`src/rtl/dmem_arb_pkg.sv`:
```
// dmem_arb_pkg: shared owner encoding, port indices and address error check for the data memory arbiter
package dmem_arb_pkg;
  typedef enum logic {OWN0 = 1'b0, OWN1 = 1'b1} own_e;
  localparam int P0 = 0;
  localparam int P1 = 1;
  function automatic logic addr_err(input logic [63:0] addr, input int unsigned mem_aw);
    return (addr[1:0] != 2'd0) || ((addr >> (mem_aw + 2)) != 64'd0);
  endfunction
endpackage

```
`src/rtl/dmem_rr_pick.sv`:
```
// dmem_rr_pick: two-way winner pick, core priority with a burst cap when both ports compete
module dmem_rr_pick
  import dmem_arb_pkg::*;
#(
  parameter int MAX_BURST = 4,
  parameter int BW = 3
) (
  input  logic [1:0]    req,
  input  own_e          owner,
  input  logic [BW-1:0] bcnt,
  output logic [1:0]    win
);
  always_comb
    win = (req == 2'b11) ? ((bcnt == BW'(MAX_BURST) && owner == OWN0) ? 2'b10 : 2'b01) : req;
endmodule

```
`src/rtl/dmem_arbiter.sv`:
```
// dmem_arbiter: shares one single-port data memory between the LSU (port 0) and a DMA/debug loader (port 1)
module dmem_arbiter
  import dmem_arb_pkg::*;
#(
  parameter int ADDR_W = 32,
  parameter int DATA_W = 32,
  parameter int MEM_AW = 10,
  parameter int MAX_BURST = 4
) (
  input  logic              clk,
  input  logic              rst,
  input  logic              p0_req,
  input  logic              p0_we,
  input  logic [ADDR_W-1:0] p0_addr,
  input  logic [DATA_W-1:0] p0_wdata,
  output logic              p0_gnt,
  output logic              p0_rvalid,
  output logic [DATA_W-1:0] p0_rdata,
  output logic              p0_err,
  input  logic              p1_req,
  input  logic              p1_we,
  input  logic [ADDR_W-1:0] p1_addr,
  input  logic [DATA_W-1:0] p1_wdata,
  output logic              p1_gnt,
  output logic              p1_rvalid,
  output logic [DATA_W-1:0] p1_rdata,
  output logic              p1_err,
  output logic [31:0]       mem_a,
  output logic              mem_we,
  output logic [DATA_W-1:0] mem_wd,
  input  logic [DATA_W-1:0] mem_rd
);
  localparam int BW = $clog2(MAX_BURST + 1);
  own_e              owner, win_own;
  logic [BW-1:0]     bcnt;
  logic [1:0]        win, gnt;
  logic              go, sel, we, err, clean;
  logic [ADDR_W-1:0] addr;
  logic [DATA_W-1:0] wdata;
  dmem_rr_pick #(.MAX_BURST(MAX_BURST), .BW(BW)) u_pick (
    .req  ({p1_req, p0_req}),
    .owner(owner),
    .bcnt (bcnt),
    .win  (win)
  );
  // reset gates grants combinationally so no write can land while rst is low
  always_comb begin
    gnt     = rst ? win : 2'b00;
    go      = |gnt;
    sel     = gnt[P1];
    addr    = sel ? p1_addr : p0_addr;
    we      = sel ? p1_we : p0_we;
    wdata   = sel ? p1_wdata : p0_wdata;
    err     = go && addr_err(64'(addr), MEM_AW);
    clean   = go && !err;
    mem_we  = clean && we;
    mem_a   = clean ? 32'(addr[MEM_AW+1:2]) : 32'd0;
    mem_wd  = mem_we ? wdata : '0;
    win_own = sel ? OWN1 : OWN0;
  end
  assign p0_gnt = gnt[P0];
  assign p1_gnt = gnt[P1];
  always_ff @(posedge clk) begin
    if (!rst) begin
      owner     <= OWN1;
      bcnt      <= '0;
      p0_rvalid <= 1'b0;
      p1_rvalid <= 1'b0;
      p0_err    <= 1'b0;
      p1_err    <= 1'b0;
      p0_rdata  <= '0;
      p1_rdata  <= '0;
    end else begin
      p0_rvalid <= gnt[P0];
      p1_rvalid <= gnt[P1];
      p0_err    <= gnt[P0] && err;
      p1_err    <= gnt[P1] && err;
      p0_rdata  <= (gnt[P0] && clean && !we) ? mem_rd : '0;
      p1_rdata  <= (gnt[P1] && clean && !we) ? mem_rd : '0;
      if (go) begin
        owner <= win_own;
        bcnt  <= (win_own != owner) ? BW'(1) : (bcnt == BW'(MAX_BURST)) ? bcnt : bcnt + 1'b1;
      end
    end
  end
endmodule
```
`config.mk`:
```
export PLATFORM = sky130hd
export DESIGN_NAME = dmem_arbiter
export DESIGN_NICKNAME = d
export VERILOG_FILES = /design/src/rtl/dmem_arb_pkg.sv /design/src/rtl/dmem_rr_pick.sv /design/src/rtl/dmem_arbiter.sv
export SDC_FILE = /design/constraint.sdc
export NUM_CORES = 1
export LEC_CHECK = 0
export CAP_MARGIN = 20
export CORE_AREA = 2 2 117 119
export CTS_CLUSTER_DIAMETER = 80
export DETAILED_ROUTE_END_ITERATION = 7
export DIE_AREA = 0 0 119 121
export DONT_BUFFER_PORTS = 1
export SLEW_MARGIN = 25
export SYNTH_ARGS = -nofsm -noshare
export SYNTH_HDL_FRONTEND = slang
export SYNTH_HIERARCHICAL = 1
export SYNTH_SLANG_ARGS = --single-unit
```
`constraint.sdc`:
```
create_clock -name clk -period 2.21 [get_ports clk]
set_input_delay 0.442 -clock clk [delete_from_list [all_inputs] [get_ports clk]]
set_output_delay 0.442 -clock clk [all_outputs]
set_load 0.05 [all_outputs]
```
==> results of run 1 <==
## power groups by stage
stage | registers, mW | clock network (mW) | logic [mW]
2_1_floorplan | 1.35 | 0 | 0.312
3_3_place_gp | 1.35 | 0 | 0.337
3_5_place_dp | 1.35 | 0 | 0.341
4_1_cts | 1.32 | 1.68 | 0.347
5_1_grt | 1.32 | 1.73 | 0.378
6_report | 1.32 | 1.66 | 0.354
## synth_stat cells (2+ instances only)
cell type | n | area share, %
sky130_fd_sc_hd__clkbuf_1 | 11 | 1.2
sky130_fd_sc_hd__dfxtp_1 | 72 | 42
sky130_fd_sc_hd__and2_1 | 36 | 6.6
sky130_fd_sc_hd__nor2_1 | 3 | 0.33
sky130_fd_sc_hd__clkbuf_2 | 3 | 0.44
sky130_fd_sc_hd__nor4_1 | 10 | 1.8
sky130_fd_sc_hd__mux2i_1 | 45 | 13
sky130_fd_sc_hd__buf_6 | 4 | 1.3
sky130_fd_sc_hd__buf_4 | 23 | 5.1
sky130_fd_sc_hd__nor3_1 | 46 | 6.8
sky130_fd_sc_hd__nor3_2 | 28 | 8.3
sky130_fd_sc_hd__o21ai_0 | 5 | 0.74
sky130_fd_sc_hd__inv_1 | 39 | 4.3
sky130_fd_sc_hd__ha_1 | 2 | 0.74
sky130_fd_sc_hd__nand4_1 | 2 | 0.37
sky130_fd_sc_hd__a21oi_1 | 4 | 0.59
sky130_fd_sc_hd__nand2_1 | 7 | 0.77
sky130_fd_sc_hd__buf_1 | 5 | 0.55
## registers in the layout (all words and copies together) (netlist names)
| register | flops |
|---|---|
| bcnt | 3 |
| p1_rvalid | 1 |
| p1_err | 1 |
| p1_rdata | 32 |
| p0_err | 1 |
| p0_rdata | 32 |
| p0_rvalid | 1 |
| owner | 1 |
## layer usage
| layer | share of wire [%] | vias up | global-route usage, % | routed length [um] |
|---|---|---|---|---|
| met5 | 0.13 | - | 0 | 16 |
| met4 | 2.2 | 2 | 6.027 | 270 |
| met3 | 10 | 16 | 6.297 | 1275 |
| met2 | 52 | 197 | 28.27 | 6446 |
| met1 | 35 | 1343 | 17.80 | 4386 |
| li1 | - | 1333 | - | - |
## stage by stage
stage	TNS, ns	std cells	hold slack [ns]
finish	-33.31	621	0.2080
detailed placement	-29.27	590	0.5471
global route	-48.40	619	0.2019
CTS	-38.14	617	0.1980
floorplan	-20.92	382	0.4496
global placement	-26.61	590	0.5359
## area by class of cell
class	instances	area, um^2
Antenna cell	2	5.005
Clock buffer	10	229.0
Clock inverter	6	115.1
Fill cell	1183	7357
Inverter	40	157.7
Multi-Input combinational cell	223	2182
Sequential cell	72	1444
Tap cell	176	220.2
Timing Repair Buffer	92	1375
## cell families after synthesis
group                    synth area share [%]
other                                  0.1105
multiplexers                            13.27
buffers and inverters                   13.20
XOR/XNOR                               0.2581
AO/OA/AOI/OAI                           3.502
AND/OR/NAND/NOR                         26.47
flip-flops                              42.46
adder cells (fa/ha/maj)                0.7371
## worst max-delay path, delay by kind of cell (launching register included)
family,cells,cell delay [ns]
AO/OA/AOI/OAI,2,0.64
buffers and inverters,2,0.39
flip-flops,1,0.33
AND/OR/NAND/NOR,4,0.83
## worst min path at each step
stage	cells past startpoint	start	slack (ns)	end
3_5_place_dp	1	rst	0.55	owner
5_1_grt	1	rst	0.20	owner
3_3_place_gp	1	rst	0.54	owner
4_1_cts	1	rst	0.20	owner
6_report	1	rst	0.21	owner
2_1_floorplan	1	bcnt[2]	0.45	bcnt[2]
## repair_timing
action                     4_1_cts  5_1_grt
resized for setup               28       30
buffers inserted                 8        3
setup endpoints to repair      110      109
pin swaps                       17       17
cloned                           4        2
==> reports/results.ini, run 1 <==
[synthesis]
ys_async_sr_fraction_pct = 0
synth-main-ff-cell = sky130_fd_sc_hd__dfxtp_1
cells_after_synth = 361
yosysWarnings = 6
synth.ff_latch_count = 72
yosysUniqueCellTypes = 34
number_of_enable_type_register_cells_in_the_synthesized_netlist = 0
syn_avg_cell_area_um2 = 9.403
netlist_area_um2 = 3395
yosysSeqAreaShare_pct = 42.46

[floorplanning]
die-height_um = 121
core.rowCount = 42
fp.coreArea_um2 = 13090
initial_utilization_pct = 25.94
dieWidth_um = 119
floorplan.io_pins = 301
floorplan.die_area_um2 = 14400

[cells_and_area]
drive_gt1_share_pct = 46.73
most-common-layout-cells = sky130_fd_sc_hd__dfxtp_1 (70), sky130_fd_sc_hd__nor3_4 (46), sky130_fd_sc_hd__mux2i_1 (45)
design.final.nets = 606
fin_area_um2 = 5728
area.growth.synth_to_final_pct = 68.74
final_common_cell = sky130_fd_sc_hd__dfxtp_1
postLayoutCoreUtil_pct = 43.78

[worst_setup_path]
critical_path.max_stage_delay_ns = 0.43
critical_path.max_fanout = 6
r2r_start = bcnt[0]
critPathCaptureType = primary output
worst-endpoint-arrival_ns = 2.52
timing.critical_path.from = bcnt[0]
worst-endpoint-required_ns = 1.77
reg2reg_setup_slack_ns = -0.14
critical_path_class = register to primary output
worst_r2r_path_depth = 9
start_kind = register
crit_end = mem_a[1]
r2r-end = p0_rdata[12]
crit_path_top_delay_cell = sky130_fd_sc_hd__a211o_4
cell_breakdown_of_the_critical_path = nor4b_4, o21a_2, and4bb_1, nand4_1, a211o_4, buf_4, nor3_2, buf_6

[timing]
worst-slew-pin-transition_ns = 0.5354
fin_skew_ns = 0.01044
slew_limit_fails = 0
grt_setup_unrepaired = yes
post-route-worst-setup-slack_ns = -0.7570
final_setup_violation_count = 86
timing.fmax_ghz = 0.3370
worst_slew_margin_rel_pct = 63.98
period_needed_ns = 2.967
final_hold_fails = 0
period_utilization_post_route_pct = 134.3

[place]
pre_cts_slack_ns = -0.5159
gp_congestion = 0.8730
place.detailed.hpwl_um = 9603
numPortBuffers = 0
detailed_place.area_um2 = 4969

[clock_tree]
clock_tree.root_cell = sky130_fd_sc_hd__clkbuf_16
clock_tree.htree_level_count = 3
cts.reportedPaths.clkPinSlew_ns = 0.06
cts_bufs_inserted = 9
clockBufferDepth = 2
clock-sinks = 72
cts_tree = yes
cts-hold-fix-buffers = 0
worstSkewPairLatency_ns = 0.32

[detailed_routing]
drc_errors = 0
avgRoutedWirePerCell_um = 19.96
drt-initial-drc-count = 145
drt_pre_antenna_iters = 4
finalWirelength_um = 12400
post_drt_via_cell_ratio = 4.655
antenna_violating_nets_post_route = 0
vias = 2891

[global_routing]
number_of_antenna_violations_at_the_first_check_in_global_routing = 3
largest_net_degree_at_the_start_of_global_routing = 33
grt_first_pass_wirelength_um = 17590
grt_use_total_pct = 16.20
grt.overflow.total = 0
number_of_global_route_vias_before_repair = 2862

[power]
pwr-share-clk_pct = 49.7
power.switching_fraction_pct = 24.44
cell_internal_pwr_mw = 2.519
max-vdd-ir-drop_v = 0.0004074
total_power_mw = 3.334
power_switching_mw = 0.8148
total_power_per_unit_cell_area_nw_per_um2 = 582.0
comb_power_share_pct = 10.6
seq_power_share_pct = 39.7
total_leakage_power_nw = 2.692

[status]
status = complete, but fails checks
failing_checks = negative setup slack

[run]
drv.max_cap_violation_count = 0

[worst_hold_path]
holdCritPathClass = input pin to register

No activity file was read; power rests on OpenSTA's default activity.
==> run 2: changes to the inputs <==
--- a/config.mk
+++ b/config.mk
@@ -11,7 +11,7 @@
 export DETAILED_ROUTE_END_ITERATION = 7
 export DIE_AREA = 0 0 119 121
 export DONT_BUFFER_PORTS = 1
-export SLEW_MARGIN = 25
+export PLACE_DENSITY = 0.51
 export SYNTH_ARGS = -nofsm -noshare
 export SYNTH_HDL_FRONTEND = slang
 export SYNTH_HIERARCHICAL = 1
==> run 2 against run 1 <==
- the run still ends with negative setup slack left
- maximum frequency down 0.58%
- worst setup slack got worse by 0.017 ns
- final area rose by 0.42%
- sequential power about the same
- via count shrank 1.2%
- combinational power up 2%
- power shrank 4.2%
- utilization is 0.18 points higher
- first-iteration DRC count decreased by 37%
- largest cell class unchanged
==> reports/results.ini, run 2 (synthesis results as in run 1) <==
[cells_and_area]
fin_area_um2 = 5752
drive_gt1_share_pct = 46.28
stdcell_count = 619
final_common_cell = sky130_fd_sc_hd__dfxtp_1
n_antenna_cell = 0
most-common-layout-cells = sky130_fd_sc_hd__dfxtp_1 (68), sky130_fd_sc_hd__nor3_4 (50), sky130_fd_sc_hd__mux2i_1 (45)
reg_top3 = p0_rdata x32, p1_rdata x32, bcnt x3
area.growth.synth_to_final_pct = 69.44
design.final.nets = 606

[worst_setup_path]
critical_path.max_fanout = 14
critical_path_class = register to primary output
critical_path.max_stage_delay_ns = 0.47
worst_r2r_path_depth = 11
r2r_start = bcnt[2]
start_kind = register
crit_family = compound AO/OA/AOI/OAI gates
reg2reg_setup_slack_ns = -0.14
cell_breakdown_of_the_critical_path = nor4b_4, o21a_2, buf_4, a211oi_2, nand4_1, a211o_4, buf_12, nor3_4, buf_12
worst-endpoint-required_ns = 1.77
crit_path_top_delay_cell = sky130_fd_sc_hd__a211o_4
cp.buffers_inverters = 3
crit_top_cell = sky130_fd_sc_hd__buf_12
critPathCaptureType = primary output
worst-endpoint-arrival_ns = 2.54
r2r-end = p1_rdata[6]

[clock_tree]
cts_bufs_inserted = 9
worstSkewPairLatency_ns = 0.33
cts_tree = yes
clock-sinks = 72
clock_tree.htree_level_count = 3
cts.reportedPaths.clkPinSlew_ns = 0.06
clockBufferDepth = 2
cts-hold-fix-buffers = 0
clock_tree.root_cell = sky130_fd_sc_hd__clkbuf_16

[timing]
worst-slew-pin-transition_ns = 0.5404
period_utilization_post_route_pct = 135.0
timing.fmax_ghz = 0.3351
fin_skew_ns = 0.01040
fin_setup_tns_ns = -38.68
post-route-worst-setup-slack_ns = -0.7743
grt_setup_unrepaired = yes
period_needed_ns = 2.984
final_setup_violation_count = 107
worst_slew_margin_rel_pct = 63.92
slew_limit_fails = 0
fin_worst_hold_slack_ns = 0.2081
final_hold_fails = 0

[floorplanning]
floorplan.io_pins = 301
die-height_um = 121
core.rowCount = 42
initial_utilization_pct = 25.94
dieWidth_um = 119
fp.coreArea_um2 = 13090
floorplan.die_area_um2 = 14400

[detailed_routing]
vias = 2855
drt-initial-drc-count = 91
post_drt_via_cell_ratio = 4.612
avgRoutedWirePerCell_um = 19.28
antenna_violating_nets_post_route = 0
drc_errors = 0
finalWirelength_um = 11930
drt_pre_antenna_iters = 4

[place]
gp_congestion = 0.7417
detailed_place.area_um2 = 4979
numPortBuffers = 0
place.detailed.hpwl_um = 8906
place.detailed.instances = 588

[run]
drv.max_cap_violation_count = 0

[power]
total_power_per_unit_cell_area_nw_per_um2 = 555.1
total_power_mw = 3.193
max-vdd-ir-drop_v = 0.0003176
total_leakage_power_nw = 2.746

[global_routing]
grt_first_pass_wirelength_um = 16960
grt_use_total_pct = 15.54
number_of_antenna_violations_at_the_first_check_in_global_routing = 0
largest_net_degree_at_the_start_of_global_routing = 33
number_of_global_route_vias_before_repair = 2952
grt.overflow.total = 0

[worst_hold_path]
hold_path_end = owner
holdCritStartpoint = rst
holdCritPathClass = input pin to register
timing.hold.worst_path_depth = 1

[status]
status = complete, but fails checks
failing_checks = negative setup slack

## run 2: cell types whose count changed in the layout (fill, tap and decap cells not counted), sizes merged, moves of 2 or more
cell / before / now
buf: 90 / 88
diode: 2 / 0
clkbuf: 12 / 16
bufinv: 3 / 1
## run 2: stage by stage
| step | worst slack, ns | util (%) |
|---|---|---|
| final | -0.7743 | 43.96 |
| after global routing | -0.8925 | 43.96 |
| after CTS | -0.8286 | 43.05 |
| after detailed placement | -0.5359 | 38.05 |
| after global placement | -0.5321 | 38.05 |
| after floorplan | -0.7009 | - |
## run 2: report_power, final
group	internal, mW	switching, mW	total (mW)	leakage (nW)
Clock	0.973	0.534	1.51	0.156
Combinational	0.106	0.255	0.362	2.01
Sequential	1.31	0.0179	1.32	0.582
Total	2.39	0.807	3.19	2.75
## run 2: what timing repair did
item	CTS	global route
gates cloned	4	3
setup buffers	24	2
setup endpoints to repair	106	109
pin swaps	14	18
gates resized for setup	33	29
## run 2: final cells by class
type                            count  area (um^2)
Sequential cell                    72         1446
Timing Repair Buffer               92         1414
Multi-Input combinational cell    223         2196
Tap cell                          176        220.2
Clock buffer                       13        270.3
Fill cell                        1218         7333
Inverter                           40        157.7
Clock inverter                      3        47.55
## run 2: metal layers
| layer | track usage [%] | vias up | wire, um |
|---|---|---|---|
| li1 | - | 1329 | - |
| met1 | 16.84 | 1334 | 4080 |
| met2 | 28.63 | 179 | 6582 |
| met3 | 5.451 | 13 | 1097 |
| met4 | 4.241 | 0 | 173 |
| met5 | 0 | - | 0 |
## run 2: worst max-delay path by stage
| stage | start | endpoint | slack, ns | depth (start not counted) |
|---|---|---|---|---|
| 3_3_place_gp | p1_addr[20] | mem_wd[21] | -0.53 | 7 |
| 4_1_cts | bcnt[0] | mem_wd[13] | -0.83 | 8 |
| 5_1_grt | bcnt[0] | mem_wd[21] | -0.89 | 8 |
| 6_report | bcnt[2] | mem_wd[16] | -0.77 | 9 |
| 3_5_place_dp | p1_addr[20] | mem_wd[22] | -0.54 | 7 |
| 2_1_floorplan | bcnt[0] | mem_wd[1] | -0.70 | 7 |
## run 2: worst reg2reg max path, stage by stage (launching register included)
cell,delay (ns)
sky130_fd_sc_hd__dfxtp_2,0.32
sky130_fd_sc_hd__nor4b_4,0.12
sky130_fd_sc_hd__o21a_2,0.21
sky130_fd_sc_hd__buf_4,0.13
sky130_fd_sc_hd__a211oi_2,0.16
sky130_fd_sc_hd__nand4_1,0.20
sky130_fd_sc_hd__buf_4,0.19
sky130_fd_sc_hd__buf_4,0.13
sky130_fd_sc_hd__a2111oi_4,0.34
sky130_fd_sc_hd__buf_6,0.20
sky130_fd_sc_hd__buf_8,0.14
sky130_fd_sc_hd__and2_1,0.14
